<file path="src/rtl/game_pkg.sv">
// Shared definitions for the game sequencer: run-state encodings, key masks and score helpers.
package game_pkg;

  typedef logic [1:0] state_t;

  localparam state_t ST_IDLE    = 2'd0;
  localparam state_t ST_PLAY    = 2'd1;
  localparam state_t ST_RESPAWN = 2'd2;
  localparam state_t ST_OVER    = 2'd3;

  localparam logic [1:0] KEY_LEFT  = 2'b10;
  localparam logic [1:0] KEY_RIGHT = 2'b01;

  localparam int SCREEN_H = 480;

  localparam logic [13:0] SCORE_MAX = 14'h3FFF;

  function automatic logic [13:0] score_sat_inc(input logic [13:0] v);
    return (v == SCORE_MAX) ? v : v + 14'd1;
  endfunction

endpackage

</file>
<file path="src/rtl/game_flow_ctrl_tick_gen.sv">
// Frame-tick prescaler: free-running while enabled, parked at zero otherwise.
module tick_gen #(
  parameter int DIV = 19
) (
  input  logic clk,
  input  logic rst,
  input  logic clr,
  input  logic en,
  output logic tick
);

  logic [DIV-1:0] cnt_reg;

  always_ff @(posedge clk) begin
    if (rst || clr || !en) begin
      cnt_reg <= '0;
    end else begin
      cnt_reg <= cnt_reg + 1'b1;
    end
  end

  assign tick = &cnt_reg;

endmodule

</file>
<file path="src/rtl/game_flow_ctrl.sv">
// Game run-state sequencer: frame tick, world reload pulses, key gating, lives and score.
module game_flow_ctrl
  import game_pkg::*;
#(
  parameter int TICK_DIV      = 19,
  parameter int LIVES         = 3,
  parameter int RESPAWN_TICKS = 64,
  parameter int SCORE_EVERY   = 32,
  parameter int FALL_Y        = SCREEN_H
) (
  input  logic        clk,
  input  logic        rst,
  input  logic        key_start,
  input  logic [1:0]  key_move,
  input  logic        hit_ceiling,
  input  logic [9:0]  slime_y,
  output logic        game_tick,
  output logic        world_rst,
  output logic [1:0]  move_key,
  output logic [1:0]  state,
  output logic [1:0]  lives,
  output logic [13:0] score
);

  localparam int SW = (SCORE_EVERY > 1) ? $clog2(SCORE_EVERY) : 1;
  localparam int RW = (RESPAWN_TICKS > 1) ? $clog2(RESPAWN_TICKS) : 1;
  localparam logic [SW-1:0] SC_LAST   = SW'(SCORE_EVERY - 1);
  localparam logic [RW-1:0] RSP_LAST  = RW'(RESPAWN_TICKS - 1);
  localparam logic [1:0]    LIVES_INI = 2'(LIVES);
  localparam logic [9:0]    FALL_LIM  = 10'(FALL_Y);

  state_t        state_reg, state_next;
  logic [1:0]    lives_reg, lives_next;
  logic [13:0]   score_reg, score_next;
  logic [SW-1:0] sc_cnt_reg, sc_cnt_next;
  logic [RW-1:0] rsp_cnt_reg, rsp_cnt_next;
  logic          world_rst_reg, world_rst_next;
  logic          game_tick_reg;
  logic [1:0]    move_key_reg;
  logic          tick_int;
  logic          death;

  // The reload request also clears the prescaler so the first frame tick lands a full period later.
  tick_gen #(.DIV(TICK_DIV)) u_tick (
    .clk  (clk),
    .rst  (rst),
    .clr  (world_rst_next),
    .en   ((state_reg == ST_PLAY) || (state_reg == ST_RESPAWN)),
    .tick (tick_int)
  );

  assign death = hit_ceiling || (slime_y >= FALL_LIM);

  always_comb begin
    state_next     = state_reg;
    lives_next     = lives_reg;
    score_next     = score_reg;
    sc_cnt_next    = sc_cnt_reg;
    rsp_cnt_next   = rsp_cnt_reg;
    world_rst_next = 1'b0;
    case (state_reg)
      ST_IDLE: begin
        if (key_start) begin
          world_rst_next = 1'b1;
          lives_next     = LIVES_INI;
          score_next     = '0;
          sc_cnt_next    = '0;
          state_next     = ST_PLAY;
        end
      end
      ST_PLAY: begin
        // A death outranks a coincident frame tick, so the last frame earns nothing.
        if (death) begin
          if (lives_reg > 2'd1) begin
            lives_next   = lives_reg - 2'd1;
            rsp_cnt_next = '0;
            state_next   = ST_RESPAWN;
          end else begin
            lives_next = 2'd0;
            state_next = ST_OVER;
          end
        end else if (tick_int) begin
          if (sc_cnt_reg == SC_LAST) begin
            sc_cnt_next = '0;
            score_next  = score_sat_inc(score_reg);
          end else begin
            sc_cnt_next = sc_cnt_reg + 1'b1;
          end
        end
      end
      ST_RESPAWN: begin
        if (tick_int) begin
          if (rsp_cnt_reg == RSP_LAST) begin
            rsp_cnt_next   = '0;
            world_rst_next = 1'b1;
            state_next     = ST_PLAY;
          end else begin
            rsp_cnt_next = rsp_cnt_reg + 1'b1;
          end
        end
      end
      ST_OVER: begin
        if (key_start) begin
          state_next = ST_IDLE;
        end
      end
      default: state_next = ST_IDLE;
    endcase
  end

  always_ff @(posedge clk) begin
    if (rst) begin
      state_reg     <= ST_IDLE;
      lives_reg     <= LIVES_INI;
      score_reg     <= '0;
      sc_cnt_reg    <= '0;
      rsp_cnt_reg   <= '0;
      world_rst_reg <= 1'b0;
      game_tick_reg <= 1'b0;
      move_key_reg  <= 2'b00;
    end else begin
      state_reg     <= state_next;
      lives_reg     <= lives_next;
      score_reg     <= score_next;
      sc_cnt_reg    <= sc_cnt_next;
      rsp_cnt_reg   <= rsp_cnt_next;
      world_rst_reg <= world_rst_next;
      game_tick_reg <= tick_int && (state_reg == ST_PLAY);
      move_key_reg  <= (state_reg == ST_PLAY) ? (key_move & (KEY_LEFT | KEY_RIGHT)) : 2'b00;
    end
  end

  assign game_tick = game_tick_reg;
  assign world_rst = world_rst_reg;
  assign move_key  = move_key_reg;
  assign state     = state_reg;
  assign lives     = lives_reg;
  assign score     = score_reg;

endmodule

</file>
<file path="config.mk">
export PLATFORM = sky130hd
export DESIGN_NAME = game_flow_ctrl
export DESIGN_NICKNAME = d
export VERILOG_FILES = /design/src/rtl/game_pkg.sv /design/src/rtl/game_flow_ctrl_tick_gen.sv /design/src/rtl/game_flow_ctrl.sv
export SDC_FILE = /design/constraint.sdc
export NUM_CORES = 1
export LEC_CHECK = 0
export CORE_UTILIZATION = 58
export CTS_BUF_LIST = sky130_fd_sc_hd__clkbuf_16
export CTS_CLUSTER_DIAMETER = 80
export CTS_CLUSTER_SIZE = 24
export DETAILED_ROUTE_END_ITERATION = 7
export PLACE_DENSITY = 0.81
export SETUP_SLACK_MARGIN = 0.3
export SYNTH_ARGS = -nofsm -noshare
export SYNTH_HDL_FRONTEND = slang
export SYNTH_SLANG_ARGS = --single-unit
</file>
<file path="constraint.sdc">
create_clock -name clk -period 3.6 [get_ports clk]
set_clock_uncertainty 0.05 [all_clocks]
set_input_delay 0.9 -clock clk [delete_from_list [all_inputs] [get_ports clk]]
set_output_delay 0.9 -clock clk [all_outputs]
set_load 0.01 [all_outputs]
</file>
==> summary.md, run 1 <==
| Metric | Value |
|---|---|
| Fillers | `362` |
| Post-Synthesis Net Count | `353` |
| Pwr Density | `471 nW/µm²` |
| RR Endpoint | `score[7]` |
| RR Startpoint | `state[0]` |
| Cell count after synthesis | `328` |
| Placed cell area | `3060 µm²` |
| Initial antenna violation count | `0` |
| Rows | `24` |
| DRT iter0 DRCs | `234` |
| Post-synthesis area per instance | `8.24 µm²` |
| Grt total ovfl | `0` |
| Most common cell after layout, fill and taps aside | `dfxtp_1` |
| Arrival time of the worst setup path | `2.70 ns` |
| Clock sink count | `52` |
| Reg area | `1040 µm²` |
| CP Launch Type | `input pin` |
| DIE HEIGHT | `70.3 µm` |
| Via count | `2564` |
| Worst skew pair latency | `0.29 ns` |
| Pre-CTS WS | `0.735 ns` |
| Final hold slack | `0.413 ns` |
| RSZ-0062 raised after global routing | `no` |
| Worst Setup SP | `key_start` |
| Number of synthesized register bits | `52` |
| Die ar. | `4940 µm²` |
| Number of hold buffers added after cts | `0` |
| Layout overhead on the synthesized area | `18.2%` |
| # resized after CTS | `0` |
| Fin crit period | `2.60 ns` |
| First-pass GRT wire length | `10600 µm` |
| Final-stage net count | `385` |
| GP Congestion | `0.852` |
| Crit end category | `register` |
| Setup-failing EPs final | `0` |
| Mapped cell area | `2700 µm²` |
| Relative slew slack | `0.573` |
| Antenna viol nets, final | `0` |
| Least-Margin Pin Slew | `0.640 ns` |
| Max Slew Vio Count | `0` |
| Most frequent cells in the layout | `52 x dfxtp_1, 47 x nor2_1, 32 x clkdlybuf4s50_1` |
| Global router's overall resource usage | `0.261` |
| VDD IR-drop max | `0.000263 V` |
| Htree depth | `2` |
| HPWL after DPL | `4200 µm` |
| Number of global-route vias before repair | `2426` |
| Initial Util | `0.612` |
| Clk slew on worst S/H paths | `0.07 ns` |
| Die extent in x | `70.3 µm` |
| FFs w/ async S/R, synth | `0` |
| Port Buffers | `32` |
| Via/cell ratio | `6.21` |
| Post-route cell area | `3200 µm²` |
| Design Power | `1500 µW` |
| Clk root buf | `clkbuf_16` |
| Max-cap violations | `0` |
| Req. time, crit path | `3.71 ns` |
| CP Class | `in -> reg` |
| Setup TNS | `0 ns` |
| Max FO, Critical Path | `6` |
| Area of the multi-input gates | `1550 µm²` |
| Leakage | `0.00112 µW` |
| CTS tree | `done` |
| Largest register FFs | `19` |
| CTS Buf Count | `5` |
| Outcome | `finished clean` |
| Top_reg_cell synth | `dfxtp_1` |
| Final hold violation count | `0` |
| DRC | `0` |
| Detailed Route WL | `6060 µm` |
| Number of enable flip-flop cells after synthesis | `0` |
| Core ar. | `4410 µm²` |
| First-pass DRT Iterations | `5` |
| Worst hold path class | `reg -> reg` |
| R2R Setup Slk | `1.02 ns` |
| FMAX | `385 MHz` |
| Post-CTS Setup Bufs | `0` |
| R2R depth | `5` |
| Layout cells sized above 1 | `0.0471` |
| Register area share after synthesis | `0.385` |
| Crit path capture | `score[7]` |
| Period utilisation layout | `0.721` |
| Fin worst setup slack | `1.00 ns` |
| Ys Warns | `0` |
| CTS Buffer Depth | `2` |
| DR WL/cell | `14.7 µm` |
| Num ports | `38` |
| Largest net degree at the start of global routing | `20` |
| Netlist cell types | `52` |
| Inserted Diodes | `0` |
metrics by stage:
stage | instances | utilization
finish | 413 | 0.724
global route | 413 | 0.724
CTS | 413 | 0.724
detailed placement | 405 | 0.692
global placement | 405 | 0.692
floorplan | 328 | -
cell usage after synthesis (3+ instances only):
master	instances	area, µm²
nand2_1	29	109
clkbuf_1	5	18.8
a31oi_1	13	81.3
a211oi_1	4	30.0
ha_1	9	113
nor3_1	3	15.0
nor2_1	47	176
and2_1	6	37.5
o21ai_0	14	70.1
o311ai_0	3	26.3
a22o_1	4	35.0
a21oi_1	11	55.1
xor2_1	11	96.3
inv_1	13	48.8
dfxtp_1	52	1040
nand4_1	12	75.1
and3_1	11	68.8
nand3_1	22	110
o31ai_1	4	30.0
xnor2_1	6	52.6
and4_1	4	35.0
o221ai_1	4	35.0
worst min-delay path by stage:
stage	start	to	slack, ns	cells past startpoint
floorplan	u_tick.cnt_reg[0]	u_tick.cnt_reg[0]	0.38	1
global placement	u_tick.cnt_reg[0]	u_tick.cnt_reg[0]	0.39	1
detailed placement	u_tick.cnt_reg[0]	u_tick.cnt_reg[0]	0.41	1
CTS	u_tick.cnt_reg[0]	u_tick.cnt_reg[0]	0.42	1
global route	u_tick.cnt_reg[0]	u_tick.cnt_reg[0]	0.45	1
finish	u_tick.cnt_reg[0]	u_tick.cnt_reg[0]	0.41	1
layout make-up:
cell class / count / share of cell area
clock buffers: 5 / 0.0392
clock inverters: 3 / 0.00470
inverters: 15 / 0.0176
multi-input cells: 251 / 0.485
flip-flops and latches: 52 / 0.326
well taps: 52 / 0.0204
repair buffers: 35 / 0.107
worst max-delay path, stage by stage:
cell	delay, ns
clkdlybuf4s50_1	0.50
mux2_2	0.17
o21ai_0	0.15
or2_2	0.37
a22oi_1	0.45
a31oi_1	0.16
logic make-up (layout without fill, tap and decap cells):
logic type               after synthesis  in the layout  synth area share
adder cells (fa/ha/maj)                9              9            0.0417
AO/OA/AOI/OAI                         73             73             0.186
AND/OR/NAND/NOR                      149            149             0.280
XOR/XNOR                              17             17            0.0551
buffers and inverters                 25             58            0.0412
flip-flops                            52             52             0.385
multiplexers                           3              3            0.0116
power by group:
group / switching (µW) / leakage (µW) / internal, µW
registers: 24.0 / 0.000420 / 600
logic: 269 / 0.000631 / 151
clock network: 207 / 0.0000687 / 253
metal layers:
metal  up-vias  GRT usage  share of wire
li1       1269          -              -
met3         8     0.0433          0.052
met2        73      0.437           0.47
met1      1214      0.336           0.46
met4         0     0.0978          0.014
met5         -          0              0
No activity file was read; power rests on OpenSTA's default activity.
==> inputs of run 2 (changes only) <==
Settings changed: CORE_UTILIZATION 58 to 49, PLACE_DENSITY 0.81 to 0.73.
Clock period 3.6 ns to 2.1 ns, I/O delays scaled along.
==> summary.md, run 2 (synthesis results as in run 1) <==
| Metric | Value |
|---|---|
| Outcome | `finished clean (unchanged)` |
| Int Power | `2050 µW (was 1000 µW)` |
| Core ar. | `5200 µm² (was 4410 µm²)` |
| Most frequent CP cell | `buf_6` |
| Clk root buf | `clkbuf_16 (unchanged)` |
| Fillers | `370 (was 362)` |
| VDD IR-drop max | `0.000430 V (was 0.000263 V)` |
| Via count | `2797 (was 2564)` |
| Reg power frac | `0.343 (was 0.415)` |
| Fin crit period | `1.91 ns` |
| CP Class | `reg -> reg (was in -> reg)` |
| Detailed Route WL | `7860 µm (was 6060 µm)` |
| Die extent in x | `76.3 µm (was 70.3 µm)` |
| Worst skew pair latency | `0.30 ns (was 0.29 ns)` |
| Number of global-route vias before repair | `2702 (was 2426)` |
| Layout cells sized above 1 | `0.311 (was 0.0471)` |
| DIE HEIGHT | `76.3 µm (was 70.3 µm)` |
| Crit end category | `register (unchanged)` |
| Number of hold buffers added after cts | `0 (unchanged)` |
| Req. time, crit path | `2.27 ns (was 3.71 ns)` |
| First-pass DRT Iterations | `4 (was 5)` |
| Final hold violation count | `0 (unchanged)` |
| Clock network fraction of design power | `0.276 (was 0.306)` |
| Fin worst setup slack | `0.190 ns (was 1.00 ns)` |
| Pwr Density | `786 nW/µm² (was 471 nW/µm²)` |
| Clock sink count | `52 (unchanged)` |
| GP Congestion | `0.833 (was 0.852)` |
| Slowest cell on crit path | `dfxtp_4 (was clkdlybuf4s50_1)` |
| DRT iter0 DRCs | `116 (was 234)` |
| CTS Buf Count | `5 (unchanged)` |
| First-pass GRT wire length | `12200 µm (was 10600 µm)` |
| Initial antenna violation count | `0 (unchanged)` |
| HPWL after DPL | `4750 µm (was 4200 µm)` |
| FMAX | `524 MHz` |
| Setup-failing EPs final | `0 (unchanged)` |
| CTS tree | `done (unchanged)` |
| Htree depth | `2 (unchanged)` |
| RSZ-0062 raised after global routing | `yes (was no)` |
| Combinational power share | `0.381 (was 0.280)` |
| Largest register FFs | `19 (unchanged)` |
| DRC | `0 (unchanged)` |
| Antenna viol nets, final | `0 (unchanged)` |
| Inserted Diodes | `0 (unchanged)` |
| Most common cell after layout, fill and taps aside | `nor2_1 (was dfxtp_1)` |
| DR WL/cell | `16.3 µm (was 14.7 µm)` |
| Design Power | `3150 µW (was 1500 µW)` |
| CTS Buffer Depth | `2 (unchanged)` |
| Leakage | `0.00161 µW (was 0.00112 µW)` |
| Clk slew on worst S/H paths | `0.08 ns (was 0.07 ns)` |
| Global router's overall resource usage | `0.260 (was 0.261)` |
| Port Buffers | `32 (unchanged)` |
| Die ar. | `5820 µm² (was 4940 µm²)` |
| Largest incremental delay on the critical path | `0.36 ns (was 0.50 ns)` |
| Least-Margin Pin Slew | `0.561 ns (was 0.640 ns)` |
| Final-stage net count | `436 (was 385)` |
| Most frequent cells in the layout | `44 x nor2_1, 42 x buf_4, 33 x dfxtp_1 (was 52 x dfxtp_1, 47 x nor2_1, 32 x clkdlybuf4s50_1)` |
| Initial Util | `0.519 (was 0.612)` |
| Sw Share | `0.348 (was 0.333)` |
| Max-cap violations | `0 (unchanged)` |
| Pre-CTS WS | `-0.188 ns (was 0.735 ns)` |
| CP Launch Type | `register (was input pin)` |
| Period utilisation layout | `0.909` |
| Layout overhead on the synthesized area | `48.1% (was 18.2%)` |
| Largest net degree at the start of global routing | `20 (unchanged)` |
| Via/cell ratio | `5.80 (was 6.21)` |
| Arrival time of the worst setup path | `2.08 ns (was 2.70 ns)` |
| Worst hold path class | `reg -> reg (unchanged)` |
| Num ports | `38 (unchanged)` |
| Max FO, Critical Path | `6 (unchanged)` |
| Relative slew slack | `0.623 (was 0.573)` |
| Net Sw Power | `1090 µW (was 501 µW)` |
| CP cell instances | `inv_4, ha_4, buf_6, and3b_1, nand4_1, nor4_4, buf_6, a31oi_2, a31oi_1 (was clkdlybuf4s50_1, mux2_2, o21ai_0, or2_2, a22oi_1, a31oi_1)` |
| Grt total ovfl | `0 (unchanged)` |
| Max Slew Vio Count | `0 (unchanged)` |
| Rows | `26 (was 24)` |
==> run 2: cell count changes in the layout (fill, tap and decap cells not counted), moves of 4 or more <==
| cell | change |
|---|---|
| a31oi_1 | -4 |
| dfxtp_1 | -19 |
| dfxtp_2 | +17 |
| ha_4 | +4 |
| clkdlybuf4s50_1 | -24 |
| dlymetal6s2s_1 | +5 |
| dlygate4sd2_1 | +19 |
| ha_1 | -6 |
| buf_6 | +8 |
| buf_4 | +39 |
==> run 2: area by class of cell <==
type,instances,area (µm²),share of cell area
Multi-Input combinational cell,251,1840,0.459
Timing Repair Buffer,86,795,0.198
Clock buffer,5,125,0.0313
Tap cell,70,87.6,0.0219
Inverter,15,60.1,0.0150
Clock inverter,3,28.8,0.00719
Sequential cell,52,1070,0.267
==> run 2: worst paths after layout <==
check,startpoint,to,slack [ns],depth (start not counted)
min,rsp_cnt_reg[1],rsp_cnt_reg[1],0.44,2
min reg2reg,rsp_cnt_reg[1],rsp_cnt_reg[1],0.44,2
max reg2reg,state[1],score[7],0.19,9
max,state[1],score[7],0.19,9
==> run 2: power by group through the flow <==
stage / Combinational [µW] / Sequential, µW / Clock [µW]
floorplan: 517 / 1110 / 0
global placement: 916 / 1090 / 0
detailed placement: 924 / 1100 / 0
CTS: 1070 / 1080 / 873
global route: 1290 / 1090 / 916
finish: 1200 / 1080 / 868
==> run 2: per-stage QoR <==
stage          instance area (µm²)  instances  hold slack (ns)  TNS [ns]   util
3_5_place_dp                  3400        455            0.395     -3.07  0.653
2_1_floorplan                 2780        328            0.379         0      -
4_1_cts                       3800        476            0.440         0  0.731
5_1_grt                       4000        482            0.478         0  0.769
3_3_place_gp                  3400        455            0.390     -2.67  0.653
6_report                      4000        482            0.436         0  0.769
==> run 2: per-layer routing <==
metal / vias to the layer above / share of wire / track usage
li1: 1376 / - / -
met1: 1331 / 0.43 / 0.314
met2: 72 / 0.51 / 0.448
met3: 18 / 0.040 / 0.0431
met4: 0 / 0.023 / 0.121
met5: - / 0 / 0
==> run 2: worst max-delay path, delay by kind of cell, from the launching register on <==
family                     cells  cell delay, ns
AOI/OAI and AO/OA              2            0.23
adders and majority gates      1            0.17
buffers and inverters          3            0.35
DFF                            1            0.36
and+or+nand+nor                3            0.67
==> run 2: what timing repair did <==
action / CTS / global route
endpoints found under the setup margin: 61 / 50
pin swaps: 15 / 15
cloned: 0 / 1
resized for setup: 71 / 32
buffers inserted: 13 / 5
